===== config.mk =====
export PLATFORM = sky130hd
export DESIGN_NAME = vdp_priority_compute_pipelined
export DESIGN_NICKNAME = d
export VERILOG_FILES = /design/src/rtl/vdp_priority_pkg.sv /design/src/rtl/vdp_layer_priority_resolve.sv /design/src/rtl/vdp_priority_compute_pipelined.sv
export SDC_FILE = /design/constraint.sdc
export NUM_CORES = 1
export LEC_CHECK = 0
export ABC_CLOCK_PERIOD_IN_PS = 15250
export CORE_ASPECT_RATIO = 1.25
export CORE_MARGIN = 5
export CORE_UTILIZATION = 35
export DETAILED_ROUTE_END_ITERATION = 7
export MAX_ROUTING_LAYER = met4
export PLACE_DENSITY = 0.6
export SLEW_MARGIN = 20
export SYNTH_ARGS = -nofsm -noshare
export SYNTH_HDL_FRONTEND = slang
export SYNTH_SLANG_ARGS = --single-unit

===== constraint.sdc =====
create_clock -name clk -period 15.25 [get_ports clk]
set_input_delay 2.2875 -clock clk [delete_from_list [all_inputs] [get_ports clk]]
set_output_delay 2.2875 -clock clk [all_outputs]
set_load 0.02 [all_outputs]

===== src/rtl/vdp_priority_pkg.sv =====
// Shared constants and helpers for the VDP layer priority compute stage.
// Imported by the resolver and the pipelined top.
package vdp_priority_pkg;

  localparam int DEF_SCROLL_LAYERS = 4;
  localparam int DEF_PIXEL_WIDTH   = 8;
  localparam int DEF_OPAQUE_BITS   = 4;
  localparam int DEF_PRIO_WIDTH    = 2;
  localparam int DEF_COUNT_WIDTH   = 10;
  localparam int SPRITE_LAYER      = DEF_SCROLL_LAYERS;
  localparam int PRIO_MAX_WIDTH    = 8;

  // Strict compare: an earlier-visited candidate keeps a tie.
  function automatic logic prio_beats(
    input logic [PRIO_MAX_WIDTH-1:0] cand,
    input logic [PRIO_MAX_WIDTH-1:0] best,
    input logic                      best_empty
  );
    return best_empty || (cand > best);
  endfunction

endpackage


===== src/rtl/vdp_layer_priority_resolve.sv =====
// Combinational winner select across one candidate group of layers.
// Visit order sprite, scroll 0, scroll 1, ... gives the tie-break.
module vdp_layer_priority_resolve
  import vdp_priority_pkg::*;
#(
  parameter int L           = 5,
  parameter int PRIO_WIDTH  = 2,
  parameter int PIXEL_WIDTH = 8
) (
  input  logic [L-1:0]             cand,
  input  logic [L*PRIO_WIDTH-1:0]  prio,
  input  logic [L*PIXEL_WIDTH-1:0] pixels,
  output logic [L-1:0]             layer,
  output logic [PIXEL_WIDTH-1:0]   pixel,
  output logic [PRIO_WIDTH-1:0]    win_prio,
  output logic                     empty
);

  localparam int IW = $clog2(L);

  logic [PRIO_WIDTH-1:0]     prio_arr [L];
  logic [PIXEL_WIDTH-1:0]    pix_arr  [L];
  logic [IW-1:0]             idx;
  logic [IW-1:0]             best;
  logic [PRIO_MAX_WIDTH-1:0] best_prio;

  always_comb begin
    for (int k = 0; k < L; k++) begin
      prio_arr[k] = prio[k*PRIO_WIDTH +: PRIO_WIDTH];
      pix_arr[k]  = pixels[k*PIXEL_WIDTH +: PIXEL_WIDTH];
    end
  end

  always_comb begin
    idx       = '0;
    best      = '0;
    best_prio = '0;
    empty     = 1'b1;
    for (int k = 0; k < L; k++) begin
      if (k == 0) idx = IW'(L - 1);
      else        idx = IW'(k - 1);
      if (cand[idx] &&
          prio_beats(PRIO_MAX_WIDTH'(prio_arr[idx]), best_prio, empty)) begin
        empty     = 1'b0;
        best      = idx;
        best_prio = PRIO_MAX_WIDTH'(prio_arr[idx]);
      end
    end
  end

  always_comb begin
    layer    = '0;
    pixel    = '0;
    win_prio = best_prio[PRIO_WIDTH-1:0];
    if (!empty) begin
      layer[best] = 1'b1;
      pixel       = pix_arr[best];
    end
  end

endmodule


===== src/rtl/vdp_priority_compute_pipelined.sv =====
// Two-stage primary/masked layer priority resolve with line-synchronous
// double-buffered config and a per-line masked-win counter.
module vdp_priority_compute_pipelined
  import vdp_priority_pkg::*;
#(
  parameter int SCROLL_LAYERS = DEF_SCROLL_LAYERS,
  parameter int PIXEL_WIDTH   = DEF_PIXEL_WIDTH,
  parameter int OPAQUE_BITS   = DEF_OPAQUE_BITS,
  parameter int PRIO_WIDTH    = DEF_PRIO_WIDTH,
  parameter int COUNT_WIDTH   = DEF_COUNT_WIDTH,
  localparam int N = SCROLL_LAYERS,
  localparam int L = SCROLL_LAYERS + 1
) (
  input  logic                     clk,
  input  logic                     reset_n,
  input  logic                     in_valid,
  input  logic [N*PIXEL_WIDTH-1:0] scroll_pixels,
  input  logic [PIXEL_WIDTH-1:0]   sprite_pixel,
  input  logic [PRIO_WIDTH-1:0]    sprite_priority,
  input  logic                     line_start,
  input  logic                     cfg_write,
  input  logic [L-1:0]             cfg_layer_enable,
  input  logic [L-1:0]             cfg_layer_mask,
  input  logic [N*PRIO_WIDTH-1:0]  cfg_scroll_priority,
  output logic                     out_valid,
  output logic [PIXEL_WIDTH-1:0]   prioritized_pixel,
  output logic [L-1:0]             prioritized_layer,
  output logic [PIXEL_WIDTH-1:0]   prioritized_masked_pixel,
  output logic [L-1:0]             prioritized_masked_layer,
  output logic [COUNT_WIDTH-1:0]   masked_pixel_count
);

  logic [L-1:0]            shadow_enable, shadow_mask;
  logic [L-1:0]            active_enable, active_mask;
  logic [N*PRIO_WIDTH-1:0] shadow_prio, active_prio;

  always_ff @(posedge clk or negedge reset_n) begin
    if (!reset_n) begin
      shadow_enable <= '0;
      shadow_mask   <= '1;
      shadow_prio   <= '0;
      active_enable <= '0;
      active_mask   <= '1;
      active_prio   <= '0;
    end else begin
      if (cfg_write) begin
        shadow_enable <= cfg_layer_enable;
        shadow_mask   <= cfg_layer_mask;
        shadow_prio   <= cfg_scroll_priority;
      end
      if (line_start) begin
        active_enable <= cfg_write ? cfg_layer_enable : shadow_enable;
        active_mask   <= cfg_write ? cfg_layer_mask : shadow_mask;
        active_prio   <= cfg_write ? cfg_scroll_priority : shadow_prio;
      end
    end
  end

  logic [L*PIXEL_WIDTH-1:0] pix_all;
  logic [L-1:0]             opaque;

  assign pix_all = {sprite_pixel, scroll_pixels};

  always_comb begin
    for (int i = 0; i < L; i++)
      opaque[i] = |pix_all[i*PIXEL_WIDTH +: OPAQUE_BITS];
  end

  logic                     s1_valid;
  logic [L-1:0]             s1_prim_cand, s1_mask_cand;
  logic [L*PRIO_WIDTH-1:0]  s1_prio;
  logic [L*PIXEL_WIDTH-1:0] s1_pix;

  always_ff @(posedge clk or negedge reset_n) begin
    if (!reset_n) begin
      s1_valid     <= 1'b0;
      s1_prim_cand <= '0;
      s1_mask_cand <= '0;
      s1_prio      <= '0;
      s1_pix       <= '0;
    end else begin
      s1_valid <= in_valid;
      if (in_valid) begin
        s1_prim_cand <= active_enable & opaque & active_mask;
        s1_mask_cand <= active_enable & opaque & ~active_mask;
        s1_prio      <= {sprite_priority, active_prio};
        s1_pix       <= pix_all;
      end
    end
  end

  logic [L-1:0]           p_layer, m_layer;
  logic [PIXEL_WIDTH-1:0] p_pixel, m_pixel;
  logic [PRIO_WIDTH-1:0]  p_prio, m_prio;
  logic                   p_empty, m_empty;
  logic                   force_off;

  vdp_layer_priority_resolve #(
    .L(L), .PRIO_WIDTH(PRIO_WIDTH), .PIXEL_WIDTH(PIXEL_WIDTH)
  ) u_primary (
    .cand(s1_prim_cand), .prio(s1_prio), .pixels(s1_pix),
    .layer(p_layer), .pixel(p_pixel), .win_prio(p_prio), .empty(p_empty)
  );

  vdp_layer_priority_resolve #(
    .L(L), .PRIO_WIDTH(PRIO_WIDTH), .PIXEL_WIDTH(PIXEL_WIDTH)
  ) u_masked (
    .cand(s1_mask_cand), .prio(s1_prio), .pixels(s1_pix),
    .layer(m_layer), .pixel(m_pixel), .win_prio(m_prio), .empty(m_empty)
  );

  assign force_off = !p_empty && (m_empty || (p_prio > m_prio));

  always_ff @(posedge clk or negedge reset_n) begin
    if (!reset_n) begin
      out_valid                <= 1'b0;
      prioritized_pixel        <= '0;
      prioritized_layer        <= '0;
      prioritized_masked_pixel <= '0;
      prioritized_masked_layer <= '0;
    end else begin
      out_valid <= s1_valid;
      if (s1_valid) begin
        prioritized_pixel        <= p_pixel;
        prioritized_layer        <= p_layer;
        prioritized_masked_pixel <= m_pixel;
        prioritized_masked_layer <= force_off ? '0 : m_layer;
      end
    end
  end

  // Clear beats a same-cycle increment.
  always_ff @(posedge clk or negedge reset_n) begin
    if (!reset_n) begin
      masked_pixel_count <= '0;
    end else if (line_start) begin
      masked_pixel_count <= '0;
    end else if (out_valid && |prioritized_masked_layer &&
                 masked_pixel_count != '1) begin
      masked_pixel_count <= masked_pixel_count + 1'b1;
    end
  end

endmodule


# Word-level counts from Yosys, hierarchy flattened
# Index checks and enable logic that the tools add are counted.
# word_totals
in_bits	65
output_inout_bits	37
word_cells	120
ff_bits	134
# classes
add_sub_neg	1
eq_ne	1
bitwise	6
muxes	50
order_cmp	15
reduce_logical	30
# ops
operator	n
$mux 8	13
$gt 2x8->1	8
$bmux 8 s3	2
$mux 3	10
$mux 5	5
$mux 10	2
$reduce_or 4->1	5
$and 5x5->5	3
$logic_and 1x1->1	13
$mux 1	12
$add 10x1->10 const B	1
$ne 10x10->1 const B	1
$logic_or 1x1->1	9
$ge 4x4->1 const B	2
$lt 3x4->1 const B	2
$mux 2	4
$not 3->4	2
$demux 1 s3	2
$ge 3x1->1 const B	2
$not 5->5	1
$reduce_or 5->1	1
$gt 2x2->1	1
$reduce_bool 2->1	1
$logic_not 1->1	1

# Depth between registers and ports, before layout
# logic_depth
ltp_word	23
depth_mapped	36
mapped_depth_nobuf	32

# Cells and area by module
# Synthesis repeated with hierarchy kept, for this count alone.
# hier_totals
hier_cells	593
hier_area_um2	7008.0
# modules_own_cells
module	cells_per_inst	area_per_inst_um2	n_inst	seq_area_each_um2
vdp_priority_compute_pipelined	375	5296.3	1	3365.7
vdp_layer_priority_resolve	109	855.8	2	0.0

# Least setup slack after synthesis
# Ideal clock, no wire load.
# synth_path
path_kind	flip-flop to flip-flop
startpoint	reg s1_mask_cand[4]
endpoint	reg prioritized_masked_layer[1]
path_buffers	1
synth_period_minus_slack_ns	6.482
slack_ns	8.768
arrival_time_ns	6.381
required_ns	15.149
stages_incl_launch_ff	30
setup_time_ns	0.101
path_cell_list	dfrtp_1 -> and2_1 -> inv_1 -> ha_1 -> nor2b_1 -> o31a_1 -> a32o_1 -> ha_1 -> or3b_1 -> a41oi_2 -> and3_1 -> nor2_1 -> ha_1 -> nor2_1 -> nand2_1 -> a311oi_1 -> o21ai_1 -> mux2i_1 -> ha_1 -> nor2b_1 -> o211ai_1 -> and2_0 -> clkbuf_1 -> mux2_2 -> ha_1 -> nor2b_1 -> o21ai_0 -> or2_2 -> nand3_1 -> o32ai_1
# synth_via
elab_chain_len	23
word_cells_on_any_way	37
cone_classes	order compare: 7; mux: 19; reduce/logical: 11
# synth_rtl
item	line_no	text
from (decl)	vdp_priority_compute_pipelined.sv:70	logic [L-1:0] s1_prim_cand, s1_mask_cand;
from (signal assigned)	vdp_priority_compute_pipelined.sv:85	s1_mask_cand <= active_enable & opaque & ~active_mask;
$mux 2	vdp_layer_priority_resolve.sv:42	if (cand[idx] &&
$gt 2x8->1	vdp_priority_pkg.sv:19	return best_empty || (cand > best);
$logic_or 1x1->1	vdp_priority_pkg.sv:19	
$logic_and 1x1->1	vdp_layer_priority_resolve.sv:42	
$mux 8	vdp_layer_priority_resolve.sv:42	
$gt 2x8->1	vdp_priority_pkg.sv:19	
$logic_or 1x1->1	vdp_priority_pkg.sv:19	
$logic_and 1x1->1	vdp_layer_priority_resolve.sv:42	
[... 7 more ...]	--	
$logic_and 1x1->1	vdp_layer_priority_resolve.sv:42	
$mux 3	vdp_layer_priority_resolve.sv:42	
$lt 3x4->1 (not written as such) / $ge 3x1->1 (equally long branches)	vdp_layer_priority_resolve.sv:56	layer[best] = 1'b1;
$logic_and 1x1->1 (not written as such)	vdp_layer_priority_resolve.sv:56	
$mux 1 (not written as such)	vdp_layer_priority_resolve.sv:56	
$demux 1 s3	vdp_layer_priority_resolve.sv:56	
$mux 5	vdp_layer_priority_resolve.sv:55	if (!empty) begin
$mux 5 *	vdp_priority_compute_pipelined.sv:127	prioritized_masked_layer <= force_off ? '0 : m_layer;
to (signal assigned)	vdp_priority_compute_pipelined.sv:127	
to (decl)	vdp_priority_compute_pipelined.sv:29	output logic [L-1:0] prioritized_masked_layer,
# Mark *: on every way between the ends. The rest lies on a longest branch, timed or not.
# A chain may end at the register's enable or synchronous reset.

# Worst setup path after layout
# Ends and elaborated chain as after synthesis.

==> results.toml <==
[cells_and_area]
fin_util_pct = 45.4
area.growth.synth_to_final_pct = 28.2
layout_commonest_cell = "dfrtp_1"
fillers = 1769
final_nets = 768
final_cell_count_no_fill = 931
drive_above_1_share_pct = 18.9
final_cell_mix = "dfrtp_1 (124), clkdlybuf4s50_1 (99), mux2_2 (79), nand2_1 (53), inv_1 (34)"
n_antenna_cell = 0

[sta]
setup_tns_ps = 0
min_period_ps = 7930
setup_viol = 0
finalCritPeriodShare_pct = 52.0
max_freq_mhz = 126
tightest_slew_ps = 982
slew_violations = 0
finalHoldViolations = 0
grt_setup_unrepaired = "false"
clock_skew_ps = 6.25
slew_headroom_pct = 34.3

[worst_hold_path]
worstHoldStart = "active_prio[4]$_DFFE_PN0P_"
whs_endpoint = "s1_prio[4]$_DFFE_PN0P_"
min_path_cells = 2
worstHoldPathType = "flip-flop to flip-flop"

[synth]
synth_edf_count = 0
synth_cells = 593
yosys_warnings = 0
synth-seq-cells = 134
ys.flop_type = "dfrtp_1"
async_flop_share_pct = 100
ys_types = 54
syn_avg_cell_area_um2 = 11.1
synth.cell_area_mm2 = 0.00660
syn-num-nets = 675
seq_area_frac_synth_pct = 51.0

[critical_path]
worstPathArrival_ps = 8240
crit_path_end_kind = "flip-flop"
worstSetupPathType = "flip-flop to flip-flop"
max_stage_delay_ps = 640
worstReg2RegEnd = "prioritized_masked_layer[1]$_DFFE_PN0P_"
slowest_stage = "o21a_1"
r2r-start = "s1_mask_cand[4]$_DFFE_PN0P_"
crit_fanout = 19
path_common_cell = "ha_1"
r2r_cells = 28
required_ps = 15570
start_kind = "flip-flop"
r2r_slack_ps = 7320

[routing]
drtAntennaViolNets = 0
vias_per_cell = 5.44
route.detailed.drc = 0
drt-pass1-iter-count = 5
vias = 5062
drt_iter0_markers = 357
drt-total-wl_mm = 17.7
wl_per_cell_um = 19.0

[die]
initial_core_util_pct = 35.4
std_cell_rows = 56
io_pins = 102
fp.dieH_um = 164
coreArea_mm2 = 0.0186
die_w_um = 133
dieArea_mm2 = 0.0217

[clock_tree]
post-cts-setup-buffer-count = 0
cts_resized = 0
cts_tree = "done"
clk_pin_slew_ps = 60
clockBufferDepth = 2
numCtsBuffers = 17
cts_max_level = 4
hold_buffers = 0
clock_sinks = 134
cts_root_buf = "clkbuf_16"
clk_latency_ps = 420

[global_route]
track_usage_pct = 17.1
grt_pass1_vias = 5338
grt_max_degree = 74
antenna_found_initial = 0
overflow = 0
grt_pass1_wl_mm = 28.7

[placement]
port_buffers = 101
dpl.hpwl_mm = 13.1
place_congestion = 0.909
dp_cells = 899

[flow_run]
drv_cap = 0

[power]
vdd_ir_drop_max_mv = 0.0773
p_leak_nw = 3.59
power_density_mw_per_mm2 = 152

[outcome]
outcome = "finished clean"
## kinds of logic (layout without fill, tap and decap cells)
group | count (synthesis) | count (layout) | synth area share [%]
simple gates | 151 | 151 | 11.3
fa+ha+maj | 17 | 17 | 3.22
compound gates | 126 | 126 | 14.1
xor+xnor | 9 | 9 | 1.19
flops | 134 | 134 | 51.0
buf+inv | 67 | 173 | 4.21
mux | 89 | 89 | 15.0
## per-layer routing
metal | routed length, um | up-vias | part of all wire (%) | track usage, %
li1 | - | 2361 | - | -
met1 | 7660 | 2502 | 43 | 21.2
met2 | 8830 | 161 | 50 | 27.6
met3 | 779 | 38 | 4.4 | 3.23
met4 | 451 | 0 | 2.5 | 7.28
met5 | 0 | - | 0 | -
## through the flow
step | worst slack [ps] | hold slack, ps | total power [W] | instance area, um2
3_5_place_dp | 7510 | 482 | 0.000827 | 7790
4_1_cts | 7460 | 487 | 0.00130 | 8470
6_report | 7320 | 476 | 0.00129 | 8470
5_1_grt | 6840 | 510 | 0.00135 | 8470
3_3_place_gp | 8010 | 481 | 0.000812 | 7790
2_1_floorplan | 8770 | 393 | 0.000681 | 6600
## power breakdown
group / internal, W / leakage [nW] / switching [W]
clock: 0.000311 / 0.316 / 0.000154
combinational: 0.000165 / 1.64 / 0.000192
sequential: 0.000414 / 1.63 / 0.0000518
total: 0.000890 / 3.59 / 0.000397
## synthesized netlist by cell type (7+ instances only)
master	instances	area share (%)
o32ai_1	8	1.1
nand3_1	13	0.99
clkbuf_1	22	1.3
mux2_2	79	13
o22a_1	8	1.1
o22ai_1	12	1.1
mux2i_1	10	1.5
dfstp_2	10	4.0
inv_1	34	1.9
nor4_1	16	1.5
a21oi_1	16	1.2
nor2b_1	7	0.66
nor2_1	22	1.3
dfrtp_1	124	47
and2_1	12	1.1
and3_1	11	1.0
nand2_1	53	3.0
o21ai_0	21	1.6
o211ai_1	7	0.80
a21boi_0	7	0.80
ha_1	17	3.2
a32o_1	10	1.5
o221ai_1	7	0.93
xor2_1	7	0.93
## worst max-delay path by stage
| stage | from | to | slack, ps |
|---|---|---|---|
| global placement | s1_mask_cand[4]$_DFFE_PN0P_ | prioritized_masked_layer[1]$_DFFE_PN0P_ | 8010 |
| detailed placement | s1_mask_cand[4]$_DFFE_PN0P_ | prioritized_masked_layer[1]$_DFFE_PN0P_ | 7510 |
| finish | s1_mask_cand[4]$_DFFE_PN0P_ | prioritized_masked_layer[1]$_DFFE_PN0P_ | 7320 |
| global route | s1_mask_cand[4]$_DFFE_PN0P_ | prioritized_masked_layer[1]$_DFFE_PN0P_ | 6840 |
| floorplan | s1_mask_cand[4]$_DFFE_PN0P_ | prioritized_masked_layer[1]$_DFFE_PN0P_ | 8770 |
| CTS | s1_mask_cand[4]$_DFFE_PN0P_ | prioritized_masked_layer[1]$_DFFE_PN0P_ | 7460 |
## registers in the layout, summed over array words and instances (netlist names), 5 cells and up
signal	cells
active_enable	5
active_mask	5
active_prio	8
masked_pixel_count	10
prioritized_layer	5
prioritized_masked_layer	5
prioritized_masked_pixel	8
prioritized_pixel	8
s1_mask_cand	5
s1_pix	40
s1_prim_cand	5
s1_prio	10
shadow_enable	5
shadow_mask	5
shadow_prio	8
## area by class of cell
| cell class | count | area, um2 | area share [%] |
|---|---|---|---|
| flip-flops and latches | 134 | 3370 | 39.8 |
| multi-input cells | 392 | 2970 | 35.0 |
| repair buffers | 106 | 1040 | 12.3 |
| clock buffers | 20 | 447 | 5.28 |
| well taps | 232 | 290 | 3.43 |
| clock inverters | 12 | 225 | 2.66 |
| inverters | 35 | 131 | 1.55 |
## critical path: cells and delay by family, from the launching register on
family / cells / cell delay (ps)
AOI/OAI and AO/OA: 9 / 3230
adders and majority gates: 5 / 1450
buffers and inverters: 1 / 70
DFF: 1 / 480
muxes: 1 / 390
and+or+nand+nor: 12 / 2190
No activity file was read; power rests on OpenSTA's default activity.
